<file path="config.mk">
export PLATFORM = sky130hd
export DESIGN_NAME = testimage_seq
export DESIGN_NICKNAME = d
export VERILOG_FILES = /design/src/rtl/testimage_seq.sv
export SDC_FILE = /design/constraint.sdc
export NUM_CORES = 1
export LEC_CHECK = 0
export CAP_MARGIN = 20
export CORE_MARGIN = 8
export CORE_UTILIZATION = 55
export CTS_CLUSTER_DIAMETER = 50
export DETAILED_ROUTE_END_ITERATION = 10
export DONT_BUFFER_PORTS = 1
export PLACE_DENSITY = 0.72
export SYNTH_ARGS = -nofsm -noshare
export SYNTH_HDL_FRONTEND = slang
export SYNTH_SLANG_ARGS = --single-unit
</file>
<file path="constraint.sdc">
create_clock -name CLK -period 5.2 [get_ports CLK]
set_clock_uncertainty 0.05 [all_clocks]
set_input_delay 1.04 -clock CLK [delete_from_list [all_inputs] [get_ports CLK]]
set_output_delay 1.04 -clock CLK [all_outputs]
set_load 0.01 [all_outputs]
</file>
<file path="src/rtl/testimage_seq.sv">
// testimage_seq: frame sequencer driving a test image generator through TESTON/TESTEND
module testimage_seq #(
    parameter int FRAME_W = 8,
    parameter int MIN_GAP = 4,
    parameter int ARM_CYC = 4
) (
    input  logic               CLK,
    input  logic               RST,
    input  logic               START,
    input  logic               ABORT,
    input  logic [FRAME_W-1:0] FRAME_NUM,
    input  logic [15:0]        GAP_CYCLES,
    input  logic [31:0]        TIMEOUT,
    input  logic               TESTEND,
    output logic               TESTON,
    output logic               BUSY,
    output logic               DONE,
    output logic               ERR,
    output logic [FRAME_W-1:0] FRAME_CNT
);
    typedef enum logic [1:0] {IDLE, ARM, RUN, GAP} state_t;
    state_t             state;
    logic [FRAME_W-1:0] num_q;
    logic [15:0]        gap_q;
    logic [31:0]        tmo_q;
    logic [31:0]        wdog;
    logic [15:0]        cnt;
    logic [15:0]        gap_len;
    logic [FRAME_W-1:0] cnt_nxt;
    logic               wd_hit;
    logic               last;
    // gap length clamp, frame count increment, watchdog hit and last-frame detect
    always_comb begin
        gap_len = (gap_q < 16'(MIN_GAP)) ? 16'(MIN_GAP) : gap_q;
        cnt_nxt = FRAME_CNT + 1'b1;
        wd_hit  = (tmo_q != 32'd0) && (wdog + 32'd1 == tmo_q);
        last    = (num_q != '0) && (cnt_nxt == num_q);
    end
    // sequencer FSM with registered outputs; ABORT outranks TESTEND, watchdog and START
    always_ff @(posedge CLK) begin
        if (RST) begin
            state     <= IDLE;
            TESTON    <= 1'b0;
            BUSY      <= 1'b0;
            DONE      <= 1'b0;
            ERR       <= 1'b0;
            FRAME_CNT <= '0;
            num_q     <= '0;
            gap_q     <= '0;
            tmo_q     <= '0;
            wdog      <= '0;
            cnt       <= '0;
        end else if (state == IDLE) begin
            if (START && !ABORT) begin
                state     <= ARM;
                TESTON    <= 1'b1;
                BUSY      <= 1'b1;
                DONE      <= 1'b0;
                ERR       <= 1'b0;
                FRAME_CNT <= '0;
                num_q     <= FRAME_NUM;
                gap_q     <= GAP_CYCLES;
                tmo_q     <= TIMEOUT;
                wdog      <= '0;
                cnt       <= '0;
            end
        end else if (ABORT) begin
            state  <= IDLE;
            TESTON <= 1'b0;
            BUSY   <= 1'b0;
        end else begin
            case (state)
                ARM: begin
                    wdog <= wdog + 32'd1;
                    if (wd_hit) begin
                        state  <= IDLE;
                        TESTON <= 1'b0;
                        BUSY   <= 1'b0;
                        ERR    <= 1'b1;
                    end else if (cnt == 16'(ARM_CYC - 1)) begin
                        state <= RUN;
                        cnt   <= '0;
                    end else begin
                        cnt <= cnt + 16'd1;
                    end
                end
                RUN: begin
                    wdog <= wdog + 32'd1;
                    if (TESTEND) begin
                        FRAME_CNT <= cnt_nxt;
                        TESTON    <= 1'b0;
                        cnt       <= '0;
                        state     <= last ? IDLE : GAP;
                        BUSY      <= !last;
                        DONE      <= last;
                    end else if (wd_hit) begin
                        state  <= IDLE;
                        TESTON <= 1'b0;
                        BUSY   <= 1'b0;
                        ERR    <= 1'b1;
                    end
                end
                GAP: begin
                    if (cnt == gap_len - 16'd1) begin
                        state  <= ARM;
                        TESTON <= 1'b1;
                        cnt    <= '0;
                        wdog   <= '0;
                    end else begin
                        cnt <= cnt + 16'd1;
                    end
                end
                default: state <= IDLE;
            endcase
        end
    end
endmodule

</file>
==> impl_metrics.csv <==
group,metric,value,unit
critical_path,crit_end,"cnt[10]$_SDFFE_PP0P_",
die,ios,73,
synth,synth_top_area_share,31.2,%
synth,synth_nets,1084,
timing,tns,0,ns
layout,drive_gt1_share,6.56,%
timing,finalMaxSlewViolations,0,
die,dieArea,17800,um^2
die,coreArea,13700,um^2
critical_path,crit_fanout,14,
layout,diodes,0,
global_route,antenna_found_initial,0,
power_and_ir_drop,p_sw_share,28.7,%
critical_path,reg2reg_slack,0.93,ns
run,cap_viol_max_count,0,
timing,worst_pin_slew,1.02,ns
synth,syn_area,7570,um^2
critical_path,cpLargestDelayFamily,"compound AO/OA/AOI/OAI gates",
critical_path,cp-start-kind,"flip-flop",
power_and_ir_drop,irDropWorstVdd,0.000226,V
global_route,grt_use_total,24.1,%
cts,cts_tree,"built",
placed_design,io_buffers,0,
cts,cts_buffer_depth,2,
synth,synth-edff-count,0,
drt,routed_wl,21.6,mm
placed_design,place.gp.congestion,0.945,
synth,yosysMostFrequentCell,"nand2_1",
cts,cts_root_buf,"clkbuf_16",
synth,syn-mean-instance-area,7.46,um^2
synth,ys_ff_latch,118,
layout,syn_to_final_growth,7.64,%
power_and_ir_drop,p_per_area,328,nW/um^2
global_route,grt_max_degree,114,
cts,h-tree-depth,4,
critical_path,critPathKind,"reg2reg",
power_and_ir_drop,p_int,1.90,mW
drt,via_count,7424,
synth,synth_flop_cell,"dfxtp_1",
critical_path,worstPathArrival,4.54,ns
cts,cts.repair.resized,0,
critical_path,cp.required,5.47,ns
die,die_w,133,um
layout,nFillCells,1264,
cts,cts_sinks,118,
min_path,hold_path_class,"reg2reg",
timing,layout_min_cycle_time,4.27,ns
global_route,grt_overflow_total,0,
timing,fmax,234,MHz
synth,synth_common_cells,"179 x nand2_1, 118 x dfxtp_1, 101 x a21oi_1, 68 x nor2_1, 51 x clkbuf_1",
synth,yosysWarnings,0,
synth,yosysTopAreaCell,"dfxtp_1",
timing,finalCritPeriodShare,82.1,%
layout,nNetsFinal,1033,
drt,wire_per_inst,18.7,um
critical_path,crit_chain,"nor4_2 -> nand4_1 -> nand2_1 -> ha_1 -> xnor2_1 -> mux2i_1 -> a21oi_1 -> a2bb2o_1 -> a2111oi_0 -> a41o_1 -> a21o_1 -> o21ai_0 -> a32o_1",
critical_path,end_kind,"flip-flop",
drt,drt_first_iter_violations,828,
layout,multi_input_area,4840,um^2
critical_path,cp.depth,13,
global_route,grt_pass1_wl,35.2,mm
drt,drc,0,
global_route,grt_pass1_vias,6786,
drt,firstDrtPassIters,5,
synth,ys_seq_area_share,31.2,%
placed_design,hpwl,14.9,mm
die,die_h,133,um
critical_path,worstReg2RegStart,"gap_q[9]$_SDFFE_PP0P_",
critical_path,r2r_end,"cnt[10]$_SDFFE_PP0P_",
cts,insertion_delay,0.43,ns
critical_path,worst-r2r-cell-count,13,
power_and_ir_drop,p_clk_share,47.1,%
cts,clkTransAtPathRegs,0.06,ns
die,initial_core_util,55.4,%
synth,syn_inst,1015,
timing,rsz0062_at_grt,"no",
critical_path,slowest_stage,"nor4_2",
timing,timing_hold_violations_final,0,
cts,numCtsBuffers,17,
critical_path,critPathMaxStageDelay,0.57,ns
synth,yosys-top-cells-area,"dfxtp_1 31%, nand2_1 8.9%, a21oi_1 6.7%",
power_and_ir_drop,combPwrFrac,15.9,%
layout,seq_area,2360,um^2
power_and_ir_drop,seq_power_share,37.0,%
outcome,status,"complete, no violations",
critical_path,crit_buf_inv,0,
power_and_ir_drop,p_leak,2.85,nW
synth,synth_cell_type_count,74,
drt,via_per_inst,6.42,
timing,relSlewSlack,31.8,%
timing,holdWs,0.421,ns
drt,final_antenna_net_count,0,
cts,cts_hold_buffers,0,
timing,finalSetupViolCount,0,
cts,cts_setup_buffers,0,
power_and_ir_drop,switchingPower,0.766,mW
die,row_count,43,
critical_path,startpoint,"gap_q[9]$_SDFFE_PP0P_",
synth,synthArstFlopShare,0,%
[cell families after synthesis]
logic type	Yosys count	synth area share (%)
compound gates	268	22.7
xor+xnor	64	7.41
fa+ha+maj	8	1.32
buf+inv	87	4.99
flops	118	31.2
mux	11	1.49
simple gates	459	30.8
[power groups by stage]
stage	clock, mW	combinational, mW	sequential (mW)
after floorplan	0	0.349	0.983
after global placement	0	0.414	1.00
after detailed placement	0	0.417	1.00
after CTS	1.27	0.420	0.985
after global routing	1.32	0.476	0.991
final	1.26	0.426	0.987
[per-layer routing]
metal | global-route usage, % | vias to the layer above | wire length (um)
li1 | - | 3586 | -
met4 | 8.05 | 0 | 393
met2 | 34.6 | 311 | 9180
met1 | 33.2 | 3486 | 10100
met5 | 0 | - | 0
met3 | 7.98 | 41 | 1950
[metrics by stage]
step,power [mW],instance area (um^2),worst slack (ns),instances,util (%)
floorplan,1.33,7570,1.43,1015,-
global placement,1.42,7500,1.05,1124,54.9
detailed placement,1.42,7520,0.937,1125,55.0
CTS,2.68,8150,0.928,1156,59.6
global route,2.78,8150,0.498,1156,59.6
finish,2.67,8150,0.928,1156,59.6
[cell type report]
cell class	count	share of cell area [%]
multi-input combinational	810	59.4
tap	180	2.76
clock buffer	17	5.22
timing repair buffer	5	0.614
sequential	118	29.0
clock inverter	14	2.47
inverter	12	0.553
[worst min path at each step]
stage | depth (start not counted) | slack [ns] | to | start
3_3_place_gp | 2 | 0.41 | num_q[3]$_SDFFE_PP0P_ | num_q[3]$_SDFFE_PP0P_
5_1_grt | 2 | 0.44 | num_q[1]$_SDFFE_PP0P_ | num_q[1]$_SDFFE_PP0P_
2_1_floorplan | 2 | 0.40 | num_q[3]$_SDFFE_PP0P_ | num_q[3]$_SDFFE_PP0P_
3_5_place_dp | 2 | 0.41 | num_q[3]$_SDFFE_PP0P_ | num_q[3]$_SDFFE_PP0P_
4_1_cts | 2 | 0.42 | num_q[3]$_SDFFE_PP0P_ | num_q[3]$_SDFFE_PP0P_
6_report | 2 | 0.42 | num_q[3]$_SDFFE_PP0P_ | num_q[3]$_SDFFE_PP0P_
[flip-flops by register name, indices dropped and copies added, names as in the netlist]
name and cells:
wdog 32, tmo_q 32, state 2, FRAME_CNT 8
DONE 1, ERR 1, TESTON 1, cnt 16
gap_q 16, BUSY 1, num_q 8
[placed cells by master, fill, tap and decap left out, types with 4 or more instances in the layout]
cell type    n
buf_4        4
or3_1        4
nand4_1     24
or2_2        4
nand3_1     26
a21o_1       7
xor2_1      25
a32o_1      11
and2_1       5
o211ai_1     4
o21ai_0     48
a21oi_1    101
nor4_1      22
bufinv_16    4
a31oi_1     19
clkbuf_16   17
nor3_1      33
and4_1       7
or4_1        4
a22oi_1      5
inv_1       12
nor3b_1     15
nor4b_1      4
nand2_1    178
xnor2_1     39
mux2i_1      9
nand2b_1     9
and3_1      23
o31ai_1      5
nor2_1      68
a311oi_1    18
ha_1         8
a211oi_1     6
clkinv_4     5
nor2b_1      8
a21boi_0     6
dfxtp_1    118
[worst reg2reg max path, cell delays in order (launching register included)]
cell	delay, ns
dfxtp_1	0.40
nor4_2	0.57
nand4_1	0.35
nand2_1	0.16
ha_1	0.27
xnor2_1	0.21
mux2i_1	0.12
a21oi_1	0.16
a2bb2o_1	0.32
a2111oi_0	0.40
a41o_1	0.31
a21o_1	0.39
o21ai_0	0.17
a32o_1	0.27
(Power assumes the default switching activity.)
